<file path="config.mk">
export PLATFORM = sky130hd
export DESIGN_NAME = nn_layer_sequencer_flat
export DESIGN_NICKNAME = d
export VERILOG_FILES = /design/src/rtl/nn_pkg.sv /design/src/rtl/nn_layer_sequencer_if.sv /design/src/rtl/nn_desc_table.sv /design/src/rtl/nn_layer_sequencer.sv /design/src/flat_wrapper.sv
export SDC_FILE = /design/constraint.sdc
export NUM_CORES = 1
export LEC_CHECK = 0
export ABC_AREA = 1
export CAP_MARGIN = 20
export CORE_MARGIN = 2
export CORE_UTILIZATION = 55
export DETAILED_ROUTE_END_ITERATION = 8
export PLACE_DENSITY = 0.72
export SYNTH_ARGS = -nofsm -noshare
export SYNTH_HDL_FRONTEND = slang
export SYNTH_SLANG_ARGS = --single-unit
</file>
<file path="constraint.sdc">
create_clock -name clk -period 3.01 [get_ports clk]
set_input_delay 0.7525 -clock clk [delete_from_list [all_inputs] [get_ports clk]]
set_output_delay 0.7525 -clock clk [all_outputs]
set_load 0.1 [all_outputs]
</file>
<file path="src/rtl/nn_pkg.sv">
// Shared types and constants for the layer sequencer slice.
// States, descriptor word indices and table geometry.
package nn_pkg;

    localparam int MAX_LAYERS    = 8;
    localparam int LAYER_W       = 3;
    localparam int PE_SIZE       = 16;
    localparam int NUM_CFG_WORDS = 5;

    localparam logic [2:0] W_INADDR = 3'd0;
    localparam logic [2:0] W_WADDR  = 3'd1;
    localparam logic [2:0] W_OUTADR = 3'd2;
    localparam logic [2:0] W_NIN    = 3'd3;
    localparam logic [2:0] W_NOUT   = 3'd4;

    typedef logic [2:0] state_t;

    localparam state_t S_IDLE   = 3'd0;
    localparam state_t S_CHECK  = 3'd1;
    localparam state_t S_ENABLE = 3'd2;
    localparam state_t S_SEND   = 3'd3;
    localparam state_t S_RUN    = 3'd4;
    localparam state_t S_NEXT   = 3'd5;
    localparam state_t S_DONE   = 3'd6;

endpackage

</file>
<file path="src/rtl/nn_layer_sequencer_if.sv">
// Host and accelerator side signals of the layer sequencer.
// master = host/accelerator environment, slave = sequencer.
interface nn_layer_sequencer_if;
    import nn_pkg::*;

    logic                 host_wr;
    logic [LAYER_W+2:0]   host_addr;
    logic [15:0]          host_wdata;
    logic                 host_start;
    logic [LAYER_W:0]     num_layers;
    logic                 accel_enable;
    logic                 accel_busrdwr;
    logic [15:0]          accel_databus;
    logic                 accel_neuron_done;
    logic                 busy;
    logic                 done;
    logic                 error;
    logic [LAYER_W-1:0]   cur_layer;

    modport master (
        output host_wr, host_addr, host_wdata, host_start,
        output num_layers, accel_neuron_done,
        input  accel_enable, accel_busrdwr, accel_databus,
        input  busy, done, error, cur_layer
    );

    modport slave (
        input  host_wr, host_addr, host_wdata, host_start,
        input  num_layers, accel_neuron_done,
        output accel_enable, accel_busrdwr, accel_databus,
        output busy, done, error, cur_layer
    );

endinterface

</file>
<file path="src/rtl/nn_desc_table.sv">
// Descriptor table: MAX_LAYERS entries of five 16-bit words.
// One write port, two combinational read ports on the same layer.
module nn_desc_table
    import nn_pkg::*;
(
    input  logic               clk,
    input  logic               we_i,
    input  logic [LAYER_W-1:0] wlayer_i,
    input  logic [2:0]         wword_i,
    input  logic [15:0]        wdata_i,
    input  logic [LAYER_W-1:0] rlayer_i,
    input  logic [2:0]         raword_i,
    output logic [15:0]        radata_o,
    input  logic [2:0]         rbword_i,
    output logic [15:0]        rbdata_o
);

    logic [15:0] mem_q [MAX_LAYERS][NUM_CFG_WORDS];

    // Table contents are not reset so they survive rst.
    always_ff @(posedge clk) begin
        if (we_i && (wword_i < 3'(NUM_CFG_WORDS))) begin
            mem_q[wlayer_i][wword_i] <= wdata_i;
        end
    end

    // Out-of-range word indices read as zero.
    always_comb begin
        radata_o = '0;
        rbdata_o = '0;
        if (raword_i < 3'(NUM_CFG_WORDS)) begin
            radata_o = mem_q[rlayer_i][raword_i];
        end
        if (rbword_i < 3'(NUM_CFG_WORDS)) begin
            rbdata_o = mem_q[rlayer_i][rbword_i];
        end
    end

endmodule

</file>
<file path="src/rtl/nn_layer_sequencer.sv">
// Multi-layer scheduler driving the accelerator config bus.
// Optional RUN watchdog enabled by defining SEQ_TIMEOUT_EN.
module nn_layer_sequencer
    import nn_pkg::*;
#(
    parameter int TIMEOUT_CYCLES = 4096
) (
    input  logic                  clk,
    input  logic                  rst,
    nn_layer_sequencer_if.slave   bus
);

    state_t             state_q, state_d;
    logic [LAYER_W-1:0] cur_q, cur_d;
    logic [LAYER_W:0]   nl_q, nl_d;
    logic [2:0]         wcnt_q, wcnt_d;
    logic [15:0]        cnt_q, cnt_d;
    logic               err_q, err_d;

    logic [15:0]        ra_data;
    logic [15:0]        rb_data;
    logic [2:0]         ra_word;
    logic [15:0]        cnt_inc;
    logic [LAYER_W:0]   cur_ext;
    logic               tbl_we;
    logic               bad_desc;

`ifdef SEQ_TIMEOUT_EN
    localparam int WD_W = $clog2(TIMEOUT_CYCLES + 1);
    logic [WD_W-1:0]    wd_q, wd_d;
`else
    logic               unused_timeout;
    assign unused_timeout = ^TIMEOUT_CYCLES;
`endif

    assign tbl_we  = bus.host_wr && (state_q == S_IDLE);
    assign ra_word = (state_q == S_SEND) ? wcnt_q : W_NIN;

    nn_desc_table u_table (
        .clk      (clk),
        .we_i     (tbl_we),
        .wlayer_i (bus.host_addr[LAYER_W+2:3]),
        .wword_i  (bus.host_addr[2:0]),
        .wdata_i  (bus.host_wdata),
        .rlayer_i (cur_q),
        .raword_i (ra_word),
        .radata_o (ra_data),
        .rbword_i (W_NOUT),
        .rbdata_o (rb_data)
    );

    assign cnt_inc  = cnt_q + 16'(bus.accel_neuron_done);
    assign cur_ext  = {1'b0, cur_q} + {{LAYER_W{1'b0}}, 1'b1};
    assign bad_desc = (ra_data == '0)
                   || ((ra_data % 16'(PE_SIZE)) != '0)
                   || (rb_data == '0);

    // Next-state logic for the layer scheduling FSM.
    always_comb begin
        state_d = state_q;
        cur_d   = cur_q;
        nl_d    = nl_q;
        wcnt_d  = wcnt_q;
        cnt_d   = cnt_q;
        err_d   = err_q;
`ifdef SEQ_TIMEOUT_EN
        wd_d    = '0;
`endif
        unique case (state_q)
            S_IDLE: begin
                if (bus.host_start) begin
                    nl_d    = bus.num_layers;
                    err_d   = 1'b0;
                    cur_d   = '0;
                    cnt_d   = '0;
                    state_d = (bus.num_layers == '0) ? S_DONE : S_CHECK;
                end
            end
            S_CHECK: begin
                if (bad_desc) begin
                    err_d   = 1'b1;
                    state_d = S_IDLE;
                end else begin
                    state_d = S_ENABLE;
                end
            end
            S_ENABLE: begin
                wcnt_d  = '0;
                state_d = S_SEND;
            end
            S_SEND: begin
                if (wcnt_q == 3'(NUM_CFG_WORDS - 1)) begin
                    cnt_d   = '0;
                    state_d = S_RUN;
                end else begin
                    wcnt_d = wcnt_q + 3'd1;
                end
            end
            S_RUN: begin
                cnt_d = cnt_inc;
                if (cnt_inc == rb_data) begin
                    state_d = S_NEXT;
                end
`ifdef SEQ_TIMEOUT_EN
                else begin
                    wd_d = bus.accel_neuron_done ? '0 : wd_q + 1'b1;
                    if (wd_d == WD_W'(TIMEOUT_CYCLES)) begin
                        err_d   = 1'b1;
                        state_d = S_IDLE;
                    end
                end
`endif
            end
            S_NEXT: begin
                cnt_d = '0;
                if (cur_ext == nl_q) begin
                    state_d = S_DONE;
                end else begin
                    cur_d   = cur_q + 1'b1;
                    state_d = S_CHECK;
                end
            end
            S_DONE: begin
                state_d = S_IDLE;
            end
            default: begin
                state_d = S_IDLE;
            end
        endcase
    end

    // State and counter registers with synchronous reset.
    always_ff @(posedge clk) begin
        if (rst) begin
            state_q <= S_IDLE;
            cur_q   <= '0;
            nl_q    <= '0;
            wcnt_q  <= '0;
            cnt_q   <= '0;
            err_q   <= 1'b0;
`ifdef SEQ_TIMEOUT_EN
            wd_q    <= '0;
`endif
        end else begin
            state_q <= state_d;
            cur_q   <= cur_d;
            nl_q    <= nl_d;
            wcnt_q  <= wcnt_d;
            cnt_q   <= cnt_d;
            err_q   <= err_d;
`ifdef SEQ_TIMEOUT_EN
            wd_q    <= wd_d;
`endif
        end
    end

    // Outputs decode directly from the current state.
    always_comb begin
        bus.busy          = (state_q == S_CHECK) || (state_q == S_ENABLE)
                         || (state_q == S_SEND) || (state_q == S_RUN)
                         || (state_q == S_NEXT);
        bus.done          = (state_q == S_DONE);
        bus.accel_enable  = (state_q == S_ENABLE);
        bus.accel_busrdwr = (state_q == S_SEND);
        bus.accel_databus = (state_q == S_SEND) ? ra_data : '0;
        bus.error         = err_q;
        bus.cur_layer     = cur_q;
    end

endmodule

</file>
<file path="src/flat_wrapper.sv">
// flat-port wrapper written by rule: the top's interface ports become plain ports
module nn_layer_sequencer_flat import nn_pkg::*;
#(
    parameter int TIMEOUT_CYCLES = 4096
)
  (clk, rst, bus_host_wr, bus_host_addr, bus_host_wdata, bus_host_start, bus_num_layers, bus_accel_neuron_done, bus_accel_enable, bus_accel_busrdwr, bus_accel_databus, bus_busy, bus_done, bus_error, bus_cur_layer);
  nn_layer_sequencer_if bus_i ();
  input  logic clk;
  input  logic rst;
  input wire logic [$bits(bus_i.host_wr)-1:0] bus_host_wr;
  input wire logic [$bits(bus_i.host_addr)-1:0] bus_host_addr;
  input wire logic [$bits(bus_i.host_wdata)-1:0] bus_host_wdata;
  input wire logic [$bits(bus_i.host_start)-1:0] bus_host_start;
  input wire logic [$bits(bus_i.num_layers)-1:0] bus_num_layers;
  input wire logic [$bits(bus_i.accel_neuron_done)-1:0] bus_accel_neuron_done;
  output wire logic [$bits(bus_i.accel_enable)-1:0] bus_accel_enable;
  output wire logic [$bits(bus_i.accel_busrdwr)-1:0] bus_accel_busrdwr;
  output wire logic [$bits(bus_i.accel_databus)-1:0] bus_accel_databus;
  output wire logic [$bits(bus_i.busy)-1:0] bus_busy;
  output wire logic [$bits(bus_i.done)-1:0] bus_done;
  output wire logic [$bits(bus_i.error)-1:0] bus_error;
  output wire logic [$bits(bus_i.cur_layer)-1:0] bus_cur_layer;
  assign bus_i.host_wr = bus_host_wr;
  assign bus_i.host_addr = bus_host_addr;
  assign bus_i.host_wdata = bus_host_wdata;
  assign bus_i.host_start = bus_host_start;
  assign bus_i.num_layers = bus_num_layers;
  assign bus_i.accel_neuron_done = bus_accel_neuron_done;
  assign bus_accel_enable = bus_i.accel_enable;
  assign bus_accel_busrdwr = bus_i.accel_busrdwr;
  assign bus_accel_databus = bus_i.accel_databus;
  assign bus_busy = bus_i.busy;
  assign bus_done = bus_i.done;
  assign bus_error = bus_i.error;
  assign bus_cur_layer = bus_i.cur_layer;
  nn_layer_sequencer #(.TIMEOUT_CYCLES(TIMEOUT_CYCLES)) u_core (.clk(clk), .rst(rst), .bus(bus_i));
endmodule
</file>
After elaboration in Yosys (flattened, before gate mapping)
Memory sizes are Yosys's and may differ from the RTL's. A register that Yosys moved wholly into a read port is not among the register bits.
Cells that the tools add are included.
{ "op_classes": {"addsub": 4, "n_lt_le_gt_ge": 5, "eq_ne": 15, "muxes": 30, "n_bitwise": 2, "n_reduce_logical": 24} }
{ "op_table": {"columns": ["op", "count"], "rows": [
  ["$mux W16", 7],
  ["$mux W80", 1],
  ["$pmux W16 S4", 1],
  ["$bmux W16 S3", 1],
  ["$demux W16 S3", 1],
  ["$mux W3", 11],
  ["$logic_not A16 Y1", 2],
  ["$pmux W3 S6", 1],
  ["$add A16 B1 Y16", 1],
  ["$eq A16 B16 Y1", 1],
  ["$reduce_bool A16 Y1", 1],
  ["$eq A3 B3 Y1 const B", 4],
  ["$pmux W3 S2", 2],
  ["$reduce_and A3 Y1", 4],
  ["$ge A4 B4 Y1 const B", 2],
  ["$not A3 Y4", 2],
  ["$add A3 B1 Y3 const B", 2],
  ["$eq A3 B2 Y1 const B", 2],
  ["$logic_or A1 B1 Y1", 6],
  ["$lt A3 B3 Y1 const B", 2],
  ["$ne A2 B1 Y1 const B", 3],
  ["$ne A2 B2 Y1 const B", 3],
  ["$reduce_bool A2 Y1", 3],
  ["$add A3 B1 Y4 const B", 1],
  ["11 further kinds", 16]
]} }
{ "totals": {"ff_bits": 30, "ram_bits": 640, "in_bits": 31, "output_inout_bits": 24, "wordCells": 87, "mem_count": 1} }
{ "memory_table": {"columns": ["memory", "depth", "width", "read_ports", "rd_clocked_by_memory_dff", "write_ports", "line_no", "source"], "rows": [
  ["u_core.u_table.mem_q", 8, 80, 1, 1, 1, "nn_desc_table.sv:18", "logic [15:0] mem_q [MAX_LAYERS][NUM_CFG_WORDS];"]
]} }

Longest topological paths before layout
Gate-level depths: netlist (run 1).
{ "depth": {"ltp_word": 12, "depth_mapped": 20} }

Cells and area by module
A second synthesis (run 1) with hierarchy kept.
{ "hier_totals": {"hier_cells": 3236, "hier_area_um2": 30904.6} }
{ "modules_own_cells": {"columns": ["module", "instances", "cells_per_inst", "area_per_inst_um2"], "rows": [
  ["nn_desc_table", 1, 2833, 28479.8],
  ["nn_layer_sequencer", 1, 403, 2424.8]
]} }

Worst setup path after synthesis (run 1)
No wires, ideal clock.
{ "synth_path": {"kind": "flip-flop to output port", "start": "register with a tool-made name", "end": "output bus_accel_databus[2]", "t_arrival_ns": 2.973, "required_ns": 2.257, "slack_ns": -0.716, "stages_incl_launch_ff": 10, "path_cell_list": "dfxtp_1 buf_2 clkbuf_1 clkbuf_1 o21ai_0 o211ai_1 nand3_1 nand3_1 nand3_1 a21oi_1"} }
{ "synth_rtl": {"columns": ["element", "line_no", "source"], "rows": [
  ["end: declaration", "flat_wrapper.sv:18", "output wire logic [$bits(bus_i.accel_databus)-1:0] bus_accel_databus;"]
]} }

==> reports/metrics.cfg, run 1 <==
[synthesis]
syn-cell-area_mm2=0.0282
synth_flop_cell=edfxtp_1
avgSynthCellArea_um2=11.1
synth_nets=2573
synthXorXnorAreaFrac_pct=0.527
yosysMostFrequentCell=edfxtp_1
synth.top_cells.by_count=edfxtp_1 (640), nor2_1 (542), nand2_1 (379)
synth-seq-cells=673
yosys_warnings=0
synthTopCellsByArea=edfxtp_1 (68%), nor2_1 (7.2%), nand2_1 (5.0%)
synth_top_area_share_pct=68.1
synth_top_family_by_area=simple AND/OR/NAND/NOR gates
yosysUniqueCellTypes=34
netlist_instances=2537
synthSimpleGateAreaFrac_pct=17.6
synth_mux_area_share_pct=0
synth_compound_area_share_pct=7.22
synthArstFlopShare_pct=0
yosysTopAreaCell=edfxtp_1
synthAdderAreaFrac_pct=0.222
synth_edf_count=640
seq_area_frac_synth_pct=70.4

[placement]
dp.cells=3292
dp_hpwl_um=44600
io_buffers=54
globalplace.congestion=0.960
dpl_cell_area_mm2=0.0312
place_ws_ns=-0.356

[timing]
fin_tns_setup_ns=-7.13
setup_violations=16
fin_ws_ns=-0.484
rsz0062_at_grt=yes
finalClockSkew_ns=0.0179
tightest_slew_ns=0.564
relSlewSlack_pct=62.4
hold_violations=0
slew_violations=0
fin_crit_ns=3.49
fmax_mhz=286
fin_crit_sh_pct=116

[run_status]
outcome=finished with violations
violations=negative setup slack

[die]
chipHeight_um=231
num_io_pins=55
design.core.area_mm2=0.0510
die_w_um=231
initial_core_util_pct=55.4
die-area_mm2=0.0532
fp-row-count=83

[final_layout]
seq_area_mm2=0.0199
layout-drive-gt1-share_pct=15.6
multiInputGateArea_mm2=0.00778
instances_no_fill=3458
syn_to_final_growth_pct=23.0
nNetsFinal=2766
design_area_mm2=0.0347
fillCellCount=3520

[global_route]
grt_overflow=0
grt_pass1_wl_um=120000
grt.total_usage_pct=30.4
grt_pass1_vias=19800
grt_max_degree=49
grt_antenna_before_repair=2

[power]
p_leak_nw=12.4
p_total_mw=22.6
ir_worst_vdd_v=0.000491
powerDensity_mw_per_mm2=652

[cts]
cts_max_level=3
cts_buffer_depth=3
path_clk_slew_ns=0.06
hold_buffers=0
cts_buffers=69
cts_root_buf=clkbuf_16
clkLatencyLatePin_ns=0.62
cts_tree=built
clock-sinks=673

[route]
met2_length_um=38300
final_antenna_net_count=0
wl_met3_um=9020
num_vias=20800
m1WireLength_um=30900
top_layer_used=met4
drt-initial-drc-count=2717
wl_um=81600
drc_errors=0
first_pass_iters=8
viasPerCell=6.02
wl_per_cell_um=23.6

[worst_setup_path]
crit_fanout=34
start_kind=flop
crit_chain=buf_12, inv_16, buf_16, nor2_1, o211ai_1, nand3_1, nand3_2, nand3_1, nand2_1, inv_2, nor2_4, buf_12
endpoint_kind=output pin
cp.required_ns=2.26
crit_arrival_ns=2.74
crit_type=flop to output pin
path_delay_family=buffers and inverters
slowest_stage=dfxtp_4
worst-path-buf-inv=5
cpPeakStageDelay_ns=0.38

[run]
drv_cap=0

[hold_path]
hp-class=flop to flop

cell families after synthesis:
kind of cell	count (synthesis)
AND/OR/NAND/NOR	1213
flip-flops	673
AO/OA/AOI/OAI	373
buffers and inverters	256
XOR/XNOR	17
adder cells (fa/ha/maj)	5
where the power goes:
part / switching, mW / internal, mW
sequential: 0.0568 / 10.3
clock: 3.60 / 4.53
combinational: 2.64 / 1.48
total: 6.30 / 16.3
final timing paths:
| path | start | to | slack [ns] | cells after the start |
|---|---|---|---|---|
| worst min-delay path | u_core.nl_q[3] | u_core.nl_q[3] | 0.48 | 2 |
| worst max-delay path | flop | bus_accel_databus[0] | -0.48 | 12 |
| worst max register to register | flop | u_core.state_q[0] | 0.23 | 20 |
| worst min register to register | u_core.nl_q[3] | u_core.nl_q[3] | 0.48 | 2 |
state kept, by name (all words and copies together) (netlist names), named ones only:
name / cells
u_core.bus.error: 1
u_core.u_table.mem_q: 640
u_core.cnt_q: 16
u_core.wcnt_q: 3
u_core.state_q: 3
u_core.bus.cur_layer: 3
u_core.nl_q: 4
worst min-delay path: stages, from the launching register on:
cell and delay [ns]:
dfxtp_1 0.31, inv_1 0.06, a21oi_1 0.06
layout make-up:
cell class,instances,area share (%)
clock buffers,81,5.10
repair buffers,259,10.3
diodes,1,0.00721
repair inverters,2,0.0504
inverters,117,1.32
well taps,680,2.45
multi-input cells,1608,22.4
flip-flops and latches,673,57.3
clock inverters,37,1.06
what timing repair did:
item                       4_1_cts  5_1_grt
pin swaps                       27       20
buffers inserted                15       11
cloned                          17        4
hold endpoints to repair         0        0
resized for setup              119       36
setup endpoints to repair       16       16
placed cells by master, fill, tap and decap left out, types with 12 or more instances in the layout:
cell,synthesis,layout
a21oi_1,37,27
nand3_1,265,203
nand3_2,1,54
o21ai_1,46,64
inv_1,106,102
clkbuf_16,0,73
clkbuf_1,54,12
o21ai_0,224,201
edfxtp_1,640,640
nand2_1,379,377
buf_16,0,20
nor2_1,542,534
clkinv_1,4,18
o211ai_1,57,57
nand4_1,12,12
buf_4,7,116
buf_12,0,75
clkdlybuf4s50_1,0,30
dfxtp_1,33,30
per-layer routing:
layer / vias to the layer above / track usage (%)
met5: - / 0
met4: 0 / 13.6
met3: 196 / 6.44
met2: 1292 / 47.9
met1: 10100 / 41.0
li1: 9243 / -
metrics by stage:
stage,utilization (%),hold slack [ns]
after floorplan,-,0.443
after global placement,61.1,0.453
after detailed placement,61.1,0.467
after CTS,67.5,0.475
after global routing,68.1,0.507
final,68.1,0.476
(Power assumes the default switching activity.)
==> run 2, diff against run 1 <==
TNS_END_PERCENT = 30   (was unset)
==> reports/metrics.cfg, run 2 (synthesized netlist as in run 1, its figures left out) <==
[run_status]
outcome=finished with violations
violations=negative setup slack

[placement]
globalplace.congestion=0.906
place_ws_ns=-0.336
dp.cells=3319
io_buffers=54
dp_hpwl_um=45400

[timing]
fin_crit_ns=3.51
fin_ws_ns=-0.503
setup_violations=16
finalClockSkew_ns=0.0197
relSlewSlack_pct=58.2
fin_crit_sh_pct=117
fmax_mhz=285
fin_tns_setup_ns=-7.25
hold_violations=0
slew_violations=0
tightest_slew_ns=0.620
rsz0062_at_grt=yes

[die]
die-area_mm2=0.0532
fp-row-count=83
initial_core_util_pct=55.4
num_io_pins=55
chipHeight_um=231
die_w_um=231
design.core.area_mm2=0.0510

[power]
p_total_mw=22.9
p_seq_share_pct=45.2
power_frac_clock_pct=37.1
ir_worst_vdd_v=0.000510
swShare_pct=26.9
powerDensity_mw_per_mm2=658
p_leak_nw=12.6
p_comb_share_pct=17.7
p_int_mw=16.8
p_switching_mw=6.16

[hold_path]
hp-class=flop to flop

[route]
drc_errors=0
wl_per_cell_um=22.2
drt-initial-drc-count=2373
num_vias=20400
final_antenna_net_count=0
wl_um=77400
first_pass_iters=6
viasPerCell=5.86

[cts]
path_clk_slew_ns=0.06
clkLatencyLatePin_ns=0.62
cts_root_buf=clkbuf_16
cts_buffer_depth=3
cts_max_level=3
clock-sinks=673
cts_tree=built
cts_buffers=70

[final_layout]
regMostFlops=u_core.u_table.mem_q
fillCellCount=3478
largestRegisters=u_core.u_table.mem_q x640, u_core.cnt_q x16, u_core.nl_q x4
instances_no_fill=3484
layout_commonest_cell=edfxtp_1
nNetsFinal=2785
final_util_pct=68.4
layout-drive-gt1-share_pct=17.1
final_cell_mix=edfxtp_1 (640), nor2_1 (528), nand2_1 (369)
largest_reg_flops=640
diodes=0
syn_to_final_growth_pct=23.5

[worst_setup_path]
cp.required_ns=2.26
start_kind=flop
endpoint_kind=output pin
crit_arrival_ns=2.76
crit_type=flop to output pin
crit_fanout=9

[global_route]
grt_antenna_before_repair=1
grt.total_usage_pct=29.3
grt_pass1_vias=19700
grt_pass1_wl_um=117000
grt_overflow=0
grt_max_degree=51

[run]
drv_cap=0

[run 2: final timing paths]
| path | startpoint | to | slack (ns) | depth (start not counted) |
|---|---|---|---|---|
| worst min-delay path | u_core.cnt_q[15] | u_core.cnt_q[15] | 0.48 | 2 |
| worst max-delay path | flop | bus_accel_databus[8] | -0.50 | 12 |
| worst max register to register | flop | u_core.state_q[1] | 0.03 | 23 |
| worst min register to register | u_core.cnt_q[15] | u_core.cnt_q[15] | 0.48 | 2 |
[run 2: power by group through the flow]
stage               Sequential, mW  Clock (mW)  Combinational, mW
finish                        10.4        8.51               4.06
global route                  10.4        8.98               4.36
CTS                           10.4        8.59               3.87
detailed placement            10.6           0               3.37
global placement              10.6           0               3.29
floorplan                     10.6           0               1.89
[run 2: per-layer routing]
metal	GRT usage [%]	wire length [um]	vias to the layer above	part of all wire, %
li1	-	-	9291	-
met1	40.2	30500	9886	39
met2	45.7	36000	1082	46
met3	5.52	7650	164	9.9
met4	13.9	3260	0	4.2
met5	0	0	-	0
[run 2: what timing repair did]
action | in CTS | in global routing
setup endpoints to repair | 16 | 19
setup buffers | 21 | 6
resized for setup | 136 | 58
gates cloned | 10 | 1
hold buffers | 0 | 0
pin swaps | 50 | 38
[run 2: stage by stage]
step / instance area, um2 / hold WS (ns)
after floorplan: 28300 / 0.443
after global placement: 31200 / 0.451
after detailed placement: 31200 / 0.470
after CTS: 34500 / 0.478
after global routing: 34900 / 0.498
final: 34900 / 0.481
[run 2: final cells by class]
| cell class | count | area, um2 | area share, % |
|---|---|---|---|
| sequential | 673 | 19900 | 57.1 |
| multi-input combinational | 1608 | 7900 | 22.7 |
| timing repair buffer | 278 | 3500 | 10.0 |
| clock buffer | 88 | 1890 | 5.43 |
| tap | 680 | 851 | 2.44 |
| inverter | 117 | 467 | 1.34 |
| clock inverter | 39 | 352 | 1.01 |
| timing repair inverter | 1 | 8.76 | 0.0251 |
[run 2: worst max-delay path, stage by stage (launching register included)]
cell     delay [ns]
dfxtp_4        0.43
buf_12         0.19
buf_16         0.15
buf_4          0.16
nand2_1        0.07
nand3_1        0.13
nand3_1        0.17
nand3_2        0.15
nand3_2        0.14
nand3_4        0.14
a21oi_1        0.07
buf_4          0.16
buf_12         0.16
